**config.mk**
```make
export PLATFORM = sky130hd
export DESIGN_NAME = cpu_ctrl_fsm
export DESIGN_NICKNAME = d
export VERILOG_FILES = /design/src/rtl/cpu_ctrl_pkg.sv /design/src/rtl/cpu_ctrl_fsm_mem_wait.sv /design/src/rtl/cpu_ctrl_fsm.sv
export SDC_FILE = /design/constraint.sdc
export NUM_CORES = 1
export LEC_CHECK = 0
export BUFFER_PORTS_ARGS = -buffer_cell sky130_fd_sc_hd__buf_2
export CAP_MARGIN = 20
export CORE_UTILIZATION = 45
export DETAILED_ROUTE_END_ITERATION = 10
export PLACE_DENSITY = 0.73
export REMOVE_ABC_BUFFERS = 1
export SLEW_MARGIN = 20
export SYNTH_ARGS = -nofsm -noshare
export SYNTH_HDL_FRONTEND = slang
export SYNTH_HIERARCHICAL = 1
export SYNTH_SLANG_ARGS = --single-unit
```
**constraint.sdc**
```tcl
create_clock -name clk -period 5.1 [get_ports clk]
set_input_delay 1.53 -clock clk [delete_from_list [all_inputs] [get_ports clk]]
set_output_delay 1.53 -clock clk [all_outputs]
set_load 0.05 [all_outputs]
```
**src/rtl/cpu_ctrl_pkg.sv**
```systemverilog
// cpu_ctrl_pkg: shared state, opcode, ALU and write-back codes for the
// cpu_ctrl_fsm control unit.
package cpu_ctrl_pkg;

   typedef enum logic [2:0] {
      S_IDLE,
      S_FETCH,
      S_DECODE,
      S_EXEC,
      S_MEM,
      S_WB,
      S_HALT
   } state_e;

   localparam logic [3:0] OP_NOP = 4'h0;
   localparam logic [3:0] OP_LDI = 4'h1;
   localparam logic [3:0] OP_ADD = 4'h2;
   localparam logic [3:0] OP_SUB = 4'h3;
   localparam logic [3:0] OP_AND = 4'h4;
   localparam logic [3:0] OP_OR  = 4'h5;
   localparam logic [3:0] OP_LD  = 4'h6;
   localparam logic [3:0] OP_ST  = 4'h7;
   localparam logic [3:0] OP_IN  = 4'h8;
   localparam logic [3:0] OP_OUT = 4'h9;
   localparam logic [3:0] OP_JMP = 4'hA;
   localparam logic [3:0] OP_JZ  = 4'hB;
   localparam logic [3:0] OP_HLT = 4'hF;

   localparam logic [2:0] ALU_PASS = 3'd0;
   localparam logic [2:0] ALU_ADD  = 3'd1;
   localparam logic [2:0] ALU_SUB  = 3'd2;
   localparam logic [2:0] ALU_AND  = 3'd3;
   localparam logic [2:0] ALU_OR   = 3'd4;

   localparam logic [1:0] WB_ALU = 2'd0;
   localparam logic [1:0] WB_MEM = 2'd1;
   localparam logic [1:0] WB_IN  = 2'd2;
   localparam logic [1:0] WB_IMM = 2'd3;

endpackage

```
**src/rtl/cpu_ctrl_fsm_mem_wait.sv**
```systemverilog
// cpu_mem_wait: counts consecutive stalled memory cycles and flags
// expiry on the MEM_TO-th one.
module cpu_mem_wait #(
   parameter int MEM_TO = 15
) (
   input  logic clk,
   input  logic rst_n,
   input  logic start,
   input  logic clear,
   output logic expire
);
   localparam int CW = $clog2(MEM_TO + 1);

   logic [CW-1:0] cnt_q, cnt_d;

   always_comb begin
      cnt_d = cnt_q;
      if (clear)
         cnt_d = '0;
      else if (start)
         cnt_d = cnt_q + 1'b1;
      expire = start && (cnt_q == CW'(MEM_TO - 1));
   end

   always_ff @(posedge clk) begin
      if (!rst_n)
         cnt_q <= '0;
      else
         cnt_q <= cnt_d;
   end

endmodule

```
**src/rtl/cpu_ctrl_fsm.sv**
```systemverilog
// cpu_ctrl_fsm: multicycle control FSM for the 8-bit cpu_top datapath.
// Define CPU_SINGLE_STEP_EN to gate every FETCH entry on a step rising edge.
module cpu_ctrl_fsm
   import cpu_ctrl_pkg::*;
#(
   parameter int OPW    = 4,
   parameter int CNTW   = 16,
   parameter int MEM_TO = 15
) (
   input  logic            clk,
   input  logic            ExternalReset,
   input  logic [7:0]      instr,
   input  logic            zero_flag,
   input  logic            mem_ready,
   input  logic            step,
   output logic            ir_load,
   output logic            pc_inc,
   output logic            pc_load,
   output logic            mem_re,
   output logic            mem_we,
   output logic [2:0]      alu_op,
   output logic            reg_we,
   output logic [1:0]      wb_sel,
   output logic            flag_we,
   output logic            out_load,
   output logic            halted,
   output logic            bus_err,
   output logic [CNTW-1:0] instr_count
);
   state_e          state_q, state_d;
   logic [OPW-1:0]  opcode_q, opcode_d, op_in;
   logic [CNTW-1:0] cnt_q, cnt_d;
   logic            bus_err_q, bus_err_d;
   logic            retire, waiting, expire, go;
   logic            unused_in;

   assign op_in     = instr[7 -: OPW];
   assign waiting   = (state_q == S_FETCH) || (state_q == S_MEM);
   assign unused_in = ^{instr[7-OPW:0], step};

   cpu_mem_wait #(.MEM_TO(MEM_TO)) u_wait (
      .clk    (clk),
      .rst_n  (ExternalReset),
      .start  (waiting & ~mem_ready),
      .clear  (~waiting | mem_ready),
      .expire (expire)
   );

`ifdef CPU_SINGLE_STEP_EN
   logic step_q, pend_q, pend_d, step_rise;
   assign step_rise = step & ~step_q;
   assign go        = pend_q | step_rise;
   assign pend_d    = (state_d == S_FETCH && state_q != S_FETCH)
                      ? 1'b0 : (pend_q | step_rise);
`else
   assign go = 1'b1;
`endif

   always_comb begin
      state_d   = state_q;
      opcode_d  = opcode_q;
      bus_err_d = bus_err_q;
      retire    = 1'b0;
      unique case (state_q)
         S_IDLE:  state_d = S_FETCH;
         S_FETCH: if (mem_ready) state_d = S_DECODE;
         S_DECODE: begin
            opcode_d = op_in;
            unique case (op_in)
               OP_HLT: begin
                  state_d = S_HALT;
                  retire  = 1'b1;
               end
               OP_NOP, 4'hC, 4'hD, 4'hE: begin
                  state_d = S_FETCH;
                  retire  = 1'b1;
               end
               default: state_d = S_EXEC;
            endcase
         end
         S_EXEC: begin
            unique case (opcode_q)
               OP_LD, OP_ST: state_d = S_MEM;
               OP_OUT, OP_JMP, OP_JZ: begin
                  state_d = S_FETCH;
                  retire  = 1'b1;
               end
               default: state_d = S_WB;
            endcase
         end
         S_MEM: begin
            if (mem_ready) begin
               if (opcode_q == OP_LD) begin
                  state_d = S_WB;
               end else begin
                  state_d = S_FETCH;
                  retire  = 1'b1;
               end
            end
         end
         S_WB: begin
            state_d = S_FETCH;
            retire  = 1'b1;
         end
         S_HALT:  state_d = S_HALT;
         default: state_d = S_IDLE;
      endcase
      if (expire) begin
         state_d   = S_HALT;
         bus_err_d = 1'b1;
      end
      // With stepping enabled IDLE doubles as the wait-for-step state
      if (state_d == S_FETCH && state_q != S_FETCH && !go)
         state_d = S_IDLE;
      cnt_d = cnt_q + CNTW'(retire);
   end

   always_comb begin
      ir_load  = 1'b0;
      pc_inc   = 1'b0;
      pc_load  = 1'b0;
      mem_re   = 1'b0;
      mem_we   = 1'b0;
      alu_op   = ALU_PASS;
      reg_we   = 1'b0;
      wb_sel   = WB_ALU;
      flag_we  = 1'b0;
      out_load = 1'b0;
      halted   = 1'b0;
      unique case (state_q)
         S_FETCH: begin
            mem_re  = 1'b1;
            ir_load = mem_ready;
            pc_inc  = mem_ready;
         end
         S_EXEC: begin
            unique case (opcode_q)
               OP_ADD: begin alu_op = ALU_ADD; flag_we = 1'b1; end
               OP_SUB: begin alu_op = ALU_SUB; flag_we = 1'b1; end
               OP_AND: begin alu_op = ALU_AND; flag_we = 1'b1; end
               OP_OR:  begin alu_op = ALU_OR;  flag_we = 1'b1; end
               OP_OUT: out_load = 1'b1;
               OP_JMP: pc_load  = 1'b1;
               OP_JZ:  pc_load  = zero_flag;
               default: ;
            endcase
         end
         S_MEM: begin
            mem_re = (opcode_q == OP_LD);
            mem_we = (opcode_q == OP_ST);
         end
         S_WB: begin
            reg_we = 1'b1;
            unique case (opcode_q)
               OP_LD:   wb_sel = WB_MEM;
               OP_IN:   wb_sel = WB_IN;
               OP_LDI:  wb_sel = WB_IMM;
               default: wb_sel = WB_ALU;
            endcase
         end
         S_HALT:  halted = 1'b1;
         default: ;
      endcase
   end

   assign bus_err     = bus_err_q;
   assign instr_count = cnt_q;

   always_ff @(posedge clk) begin
      if (!ExternalReset) begin
         state_q   <= S_IDLE;
         opcode_q  <= '0;
         cnt_q     <= '0;
         bus_err_q <= 1'b0;
`ifdef CPU_SINGLE_STEP_EN
         step_q    <= 1'b0;
         pend_q    <= 1'b0;
`endif
      end else begin
         state_q   <= state_d;
         opcode_q  <= opcode_d;
         cnt_q     <= cnt_d;
         bus_err_q <= bus_err_d;
`ifdef CPU_SINGLE_STEP_EN
         step_q    <= step;
         pend_q    <= pend_d;
`endif
      end
   end

endmodule

```
# Yosys cells after proc, flatten, opt, wreduce, memory -nomap -nowiden
# Index checks and enable logic that the tools add are counted.
[word_totals]
wordCells = 80
output_inout_bits = 31
reg_bits = 28
inputBits = 13
[op_classes]
n_reduce_logical = 14
mux = 27
eq_ne = 26
n_bitwise = 5
n_addsub = 2
[ops]
columns = ["cell", "n"]
rows = [
  ["4-bit equality test, second input constant", 9],
  ["3-bit one-hot mux with 6 select lines", 1],
  ["16-bit by 1-bit adder with 16-bit output", 1],
  ["4-bit by 3-bit equality test with 1-bit output, second input constant", 4],
  ["3-bit two-way mux", 5],
  ["1-bit two-way mux", 13],
  ["3-bit one-hot mux with 2 select lines", 2],
  ["3-bit one-hot mux with 4 select lines", 1],
  ["3-bit equality test, second input constant", 3],
  ["4-bit by 2-bit equality test with 1-bit output, second input constant", 2],
  ["2-bit OR reduction", 4],
  ["4-bit OR reduction", 2],
  ["3-bit by 2-bit equality test with 1-bit output, second input constant", 2],
  ["3-bit inequality test, second input constant", 2],
  ["2-bit one-hot mux with 3 select lines", 1],
  ["5-bit OR reduction", 1],
  ["4-bit by 1-bit adder with 4-bit output, second input constant", 1],
  ["4-bit by 1-bit equality test with 1-bit output, second input constant", 1],
  ["4-bit zero test", 1],
  ["2-bit inequality test, second input constant", 2],
  ["1-bit one-hot mux with 2 select lines", 2],
  ["1-bit one-hot mux with 4 select lines", 1],
  ["2-bit AND reduction", 2],
  ["3-bit by 1-bit equality test with 1-bit output, second input constant", 1],
  ["8 further kinds", 10],
]

# Logic depth before layout (Yosys ltp)
# Gate-level depths: netlist of run 1.
[logic_depth]
ltp_word = 6
mapped_depth = 10
depth_no_buf = 9

# Modules after synthesis
# The synthesis of run 1 kept the hierarchy.
[by_module_without_submodules]
columns = ["module", "cells_each", "instances", "area_per_inst_um2", "seq_area_each_um2"]
rows = [
  ["cpu_ctrl_fsm", 169, 1, 1336.3, 480.5],
  ["cpu_mem_wait", 21, 1, 207.7, 80.1],
]

# Least setup slack after synthesis of run 1
# No wires, ideal clock.
[synth_timing]
path_type = "input to output"
startpoint = "in mem_ready"
endpoint = "out pc_inc"
required_time_ns = 3.570
arrival_ns = 2.305
cell_stages = 2
n_path_buf = 1
slack_ns = 1.265
path_cell_list = "and3_1 > buf_4"
[synth_via]
elab_chain_cells = 1
[synth_rtl]
columns = ["item", "line", "text"]
rows = [
  ["start, declared", "cpu_ctrl_fsm.sv:14", "input logic mem_ready,"],
  ["1-bit two-way mux", "cpu_ctrl_fsm.sv:130", "unique case (state_q)"],
  ["end, declared", "cpu_ctrl_fsm.sv:17", "output logic pc_inc,"],
]
# No other way between the ends.

# Final worst setup path of run 1
# Ends and elaborated chain as after synthesis.

==> impl_metrics.toml, run 1 <==
[place]
placed_cells = 260
detailed_place_hpwl_mm = 2.316
place_area_um2 = 1729
dp_worst_setup_slack_ns = 1.443
io_buffers = 38
gp_congestion = 0.8254

[grt]
grt-ovfl-total = 0
grt_start_max_net_pins = 21
antenna_found_initial = 0
first_global_vias = 1169
grt.total_usage = 0.1897
grt_pass1_wl_mm = 5.299

[floorplanning]
die-height_um = 60.58
die_area_um2 = 3669
core_area_um2 = 3153
row_count = 20
io_pins = 44
die_w_um = 60.58
initial_core_util = 0.4897

[sta]
tns_ns = 0
fin_ws_ns = 1.438
maxSlewHeadroom = 0.5892
rsz0062_at_grt = "false"
fin_crit_sh = 0.7181
slew_violations = 0
finalHoldViolations = 0
setup_violations = 0
max_freq_mhz = 273.1
tightestPinTransition_ns = 0.6155
fin_crit_ns = 3.662
skew_ns = 0.01197

[finish]
fillers = 324
layout.cells.non_filler = 264
fin_nets = 238
final_layout_size_suffix_gt1_frac = 0.2091
area_growth_pct = 14.34
antenna_cells = 0
finish.instance_area_um2 = 1765

[worst_setup_path]
cp.arrival_ns = 2.13
critical_path_class = "primary input to output port"
cp-start-kind = "primary input"
crit_fanout = 5
rr_startpoint = "state_q[0]"
cp-startpoint = "mem_ready"
cp.required_ns = 3.57
endpoint_kind = "output port"

[detailed_routing]
ant_nets = 0
vias = 1370
drc_errors = 0
wl_per_cell_um = 11.82
vias_per_cell = 5.189
drt_iter0_markers = 47
drt-pass1-iter-count = 4
wl_mm = 3.121

[clock_tree]
cts_tree = "yes"
cts_max_path_buffers = 2
clk_pin_slew_ns = 0.14
cts_hold_buf = 0
htreeDepth = 1
post_cts_buffers = 0
cts_resized = 0
cts-buffers-inserted = 3
root_buffer = "clkbuf_4"
cts.sink_count = 28
worstSkewPairLatency_ns = 0.33

[logic_synthesis]
synth_top_area_frac = 0.3630
synth.area.top_cells = "dfxtp_1, nor2_1, xor2_1"
ys_ff_latch = 28
synthArstFlopShare = 0
post-synth-top-count-cell = "nor2_1"
synthesis.instances = 190
yosysTopAreaCell = "dfxtp_1"
synthTopCellsByCount = "nor2_1, dfxtp_1, nand2_1, inv_1, xor2_1"
synth_warnings = 6
ys_types = 42
syn_area_per_cell_um2 = 8.126
ys.flop_type = "dfxtp_1"
synthesis.area_um2 = 1544
synth_edf_count = 0
ys_seq_area_frac = 0.3630

[power]
cellPowerDensity_nw_per_um2 = 214.5
pwr-share-clk = 0.284
ir_drop_mv = 0.1859
p_sw_uw = 98.60
p_int_uw = 280.0
power_frac_seq = 0.606
leakagePower_uw = 0.0007637
switching_share = 0.2604
p_comb_frac = 0.110

[worst_hold_path]
hp-start = "instr_count[12]"
hold_path.class = "flip-flop to flip-flop"

[flow_run]
drv_cap = 0

[run_status]
status = "complete, no violations"
==> sequential cells by signal, summed over array words and instances (netlist names) <==
name	cells
state_q	3
u_wait/cnt_q	4
instr_count	16
opcode_q	4
bus_err	1
==> critical path, stage by stage <==
cell	delay [ns]
buf_2	0.13
and3_1	0.20
buf_2	0.27
==> final timing paths <==
| check | endpoint | slack, ns | cells after the start |
|---|---|---|---|
| setup reg to reg | instr_count[15] | 2.50 | 8 |
| hold reg to reg | instr_count[12] | 0.50 | 2 |
| hold / removal | instr_count[12] | 0.50 | 2 |
| setup / recovery | pc_inc | 1.44 | 3 |
==> routing by layer <==
layer  routed length (µm)  up-vias  GRT usage  part of all wire
li1                     -      723          -                 -
met1                 1563      629     0.2672              0.50
met2                 1465       16     0.3030              0.47
met3                   77        2    0.04478             0.025
met4                   14        0    0.02922            0.0045
met5                    0        -          0                 0
==> layout make-up <==
class / instances / area [µm²] / area share
multi-input cells: 140 / 885.9 / 0.5018
flip-flops and latches: 28 / 560.5 / 0.3175
repair buffers: 38 / 190.2 / 0.1077
well taps: 44 / 55.05 / 0.03118
inverters: 10 / 37.54 / 0.02126
clock buffers: 4 / 36.28 / 0.02055
==> power by group through the flow <==
| stage | clock network, µW | logic, µW | registers [µW] |
|---|---|---|---|
| detailed placement | 0 | 41.6 | 234 |
| finish | 107 | 41.7 | 230 |
| floorplan | 0 | 29.2 | 234 |
| global route | 121 | 46.5 | 231 |
| CTS | 113 | 42.0 | 229 |
| global placement | 0 | 41.4 | 234 |
==> kinds of logic (layout without fill, tap and decap cells) <==
family                     count (synthesis)  count (layout)  share of synthesized area
and+or+nand+nor                           93              93                     0.3331
DFF                                       28              28                     0.3630
AOI/OAI and AO/OA                         25              25                     0.1045
buffers and inverters                     22              52                    0.06321
xor gates and xnor gates                  16              16                    0.09077
adders and majority gates                  4               4                    0.03242
muxes                                      2               2                    0.01297
==> through the flow <==
stage | util | hold slack [ns] | total power (µW)
detailed placement | 0.5484 | 0.4806 | 275.6
global route | 0.5599 | 0.5322 | 398.0
CTS | 0.5599 | 0.5043 | 384.0
global placement | 0.5484 | 0.4770 | 275.6
floorplan | - | 0.4694 | 262.7
finish | 0.5599 | 0.5005 | 378.6
==> placed cells by master, fill, tap and decap left out, types with 2 or more instances in the layout <==
cell,netlist,final
or3b_1,2,2
inv_1,10,10
and4_1,5,5
dfxtp_1,28,28
a31oi_1,2,2
a21oi_1,7,7
clkbuf_4,0,3
o21ai_0,6,6
nand4_1,5,5
buf_2,6,38
nand3b_1,3,3
a211oi_1,2,2
nand3_1,6,6
xor2_1,9,9
and3_1,2,2
ha_1,4,4
xnor2_1,7,7
nor4_1,7,7
mux2i_1,2,2
and2_1,5,5
nand2_1,12,12
nor2_1,31,31
nand2b_1,3,3
nor3_1,4,4
(Power assumes the default switching activity.)
==> run 2: changes to the inputs <==
==> constraint.sdc (replaced) <==
create_clock -name clk -period 3.76 [get_ports clk]
set_input_delay 1.128 -clock clk [delete_from_list [all_inputs] [get_ports clk]]
set_output_delay 1.128 -clock clk [all_outputs]
set_load 0.05 [all_outputs]
==> impl_metrics.toml, run 2 (synthesized netlist as in run 1, its figures left out) <==
[clock_tree]
cts.sink_count = 28
root_buffer = "clkbuf_4"
clk_pin_slew_ns = 0.14
cts_resized = 0
post_cts_buffers = 0
cts_tree = "yes"
cts_hold_buf = 0
cts_max_path_buffers = 2
htreeDepth = 1
cts-buffers-inserted = 3
worstSkewPairLatency_ns = 0.33

[sta]
fin_crit_sh = 0.8286
tightestPinTransition_ns = 0.6245
slew_violations = 0
max_freq_mhz = 321.0
rsz0062_at_grt = "false"
finalHoldViolations = 0
tns_ns = 0
maxSlewHeadroom = 0.5832
setup_violations = 0
fin_crit_ns = 3.116
skew_ns = 0.01123

[finish]
mostFrequentLayoutCells = "buf_2, nor2_1, dfxtp_1"
layout_commonest_cell = "buf_2"
largest_register_ffs = 16
antenna_cells = 0
final_layout_size_suffix_gt1_frac = 0.2091
fin_nets = 238
postLayoutCoreUtil = 0.5651
finish.instance_area_um2 = 1782
layout.cells.non_filler = 264
area_growth_pct = 15.40

[floorplanning]
io_pins = 44
die-height_um = 60.58
initial_core_util = 0.4897
die_area_um2 = 3669
die_w_um = 60.58
core_area_um2 = 3153
row_count = 20

[grt]
grt.total_usage = 0.1977
grt_pass1_wl_mm = 5.595
first_global_vias = 1233
grt_start_max_net_pins = 21
grt-ovfl-total = 0
antenna_found_initial = 0

[place]
io_buffers = 38
gp_congestion = 0.8250
place_area_um2 = 1729
placed_cells = 260
detailed_place_hpwl_mm = 2.339

[detailed_routing]
drt-pass1-iter-count = 5
drc_errors = 0
wl_per_cell_um = 12.29
vias = 1389
drt_iter0_markers = 64
vias_per_cell = 5.261
ant_nets = 0
wl_mm = 3.245

[worst_setup_path]
cp-start-kind = "flip-flop"
endpoint_kind = "output port"
cp.arrival_ns = 1.99
cp.required_ns = 2.63
rr_worst_depth = 8
crit_fanout = 11
critical_path_class = "flip-flop to output port"

[power]
cellPowerDensity_nw_per_um2 = 315.5
power_uw = 562.1
leakagePower_uw = 0.0007707
ir_drop_mv = 0.3948

[worst_hold_path]
hold_path.class = "flip-flop to flip-flop"
min_path_cells = 2

[flow_run]
drv_cap = 0

[run_status]
status = "complete, no violations"
==> run 2: cell type report <==
class | count | area [µm²]
Inverter | 10 | 37.54
Multi-Input combinational cell | 140 | 885.9
Clock inverter | 1 | 30.03
Timing Repair Buffer | 38 | 190.2
Tap cell | 44 | 55.05
Sequential cell | 28 | 560.5
Clock buffer | 3 | 22.52
Fill cell | 316 | 1371
==> run 2: worst max-delay path, stage by stage, from the launching register on <==
cell	delay, ns
dfxtp_1	0.56
nand3_1	0.28
or3b_1	0.46
nor2_1	0.11
buf_2	0.26
==> run 2: per-stage QoR <==
stage / setup WS (ns) / hold WS (ns)
floorplan: 0.2832 / 0.4694
global placement: 0.8345 / 0.4758
detailed placement: 0.7862 / 0.4727
CTS: 0.6515 / 0.5120
global route: 0.4351 / 0.5445
finish: 0.6443 / 0.5033
==> run 2: power by group <==
| part | switching [µW] | internal (µW) |
|---|---|---|
| Combinational | 37.8 | 19.3 |
| Sequential | 10.3 | 301 |
| Clock | 85.6 | 108 |
==> run 2: metal layers <==
layer  vias up  wire length [µm]  global-route usage
met4         0                14             0.02922
met1       652              1589              0.2900
met2        16              1559              0.3030
met5         -                 0                   0
met3         2                81             0.04478
li1        719                 -                   -
==> run 2: path summary, 6_finish.rpt <==
path,start,endpoint,slack (ns)
setup / recovery,state_q[0],out_load,0.64
hold reg to reg,bus_err,bus_err,0.50
hold / removal,bus_err,bus_err,0.50
setup reg to reg,state_q[0],instr_count[15],1.11
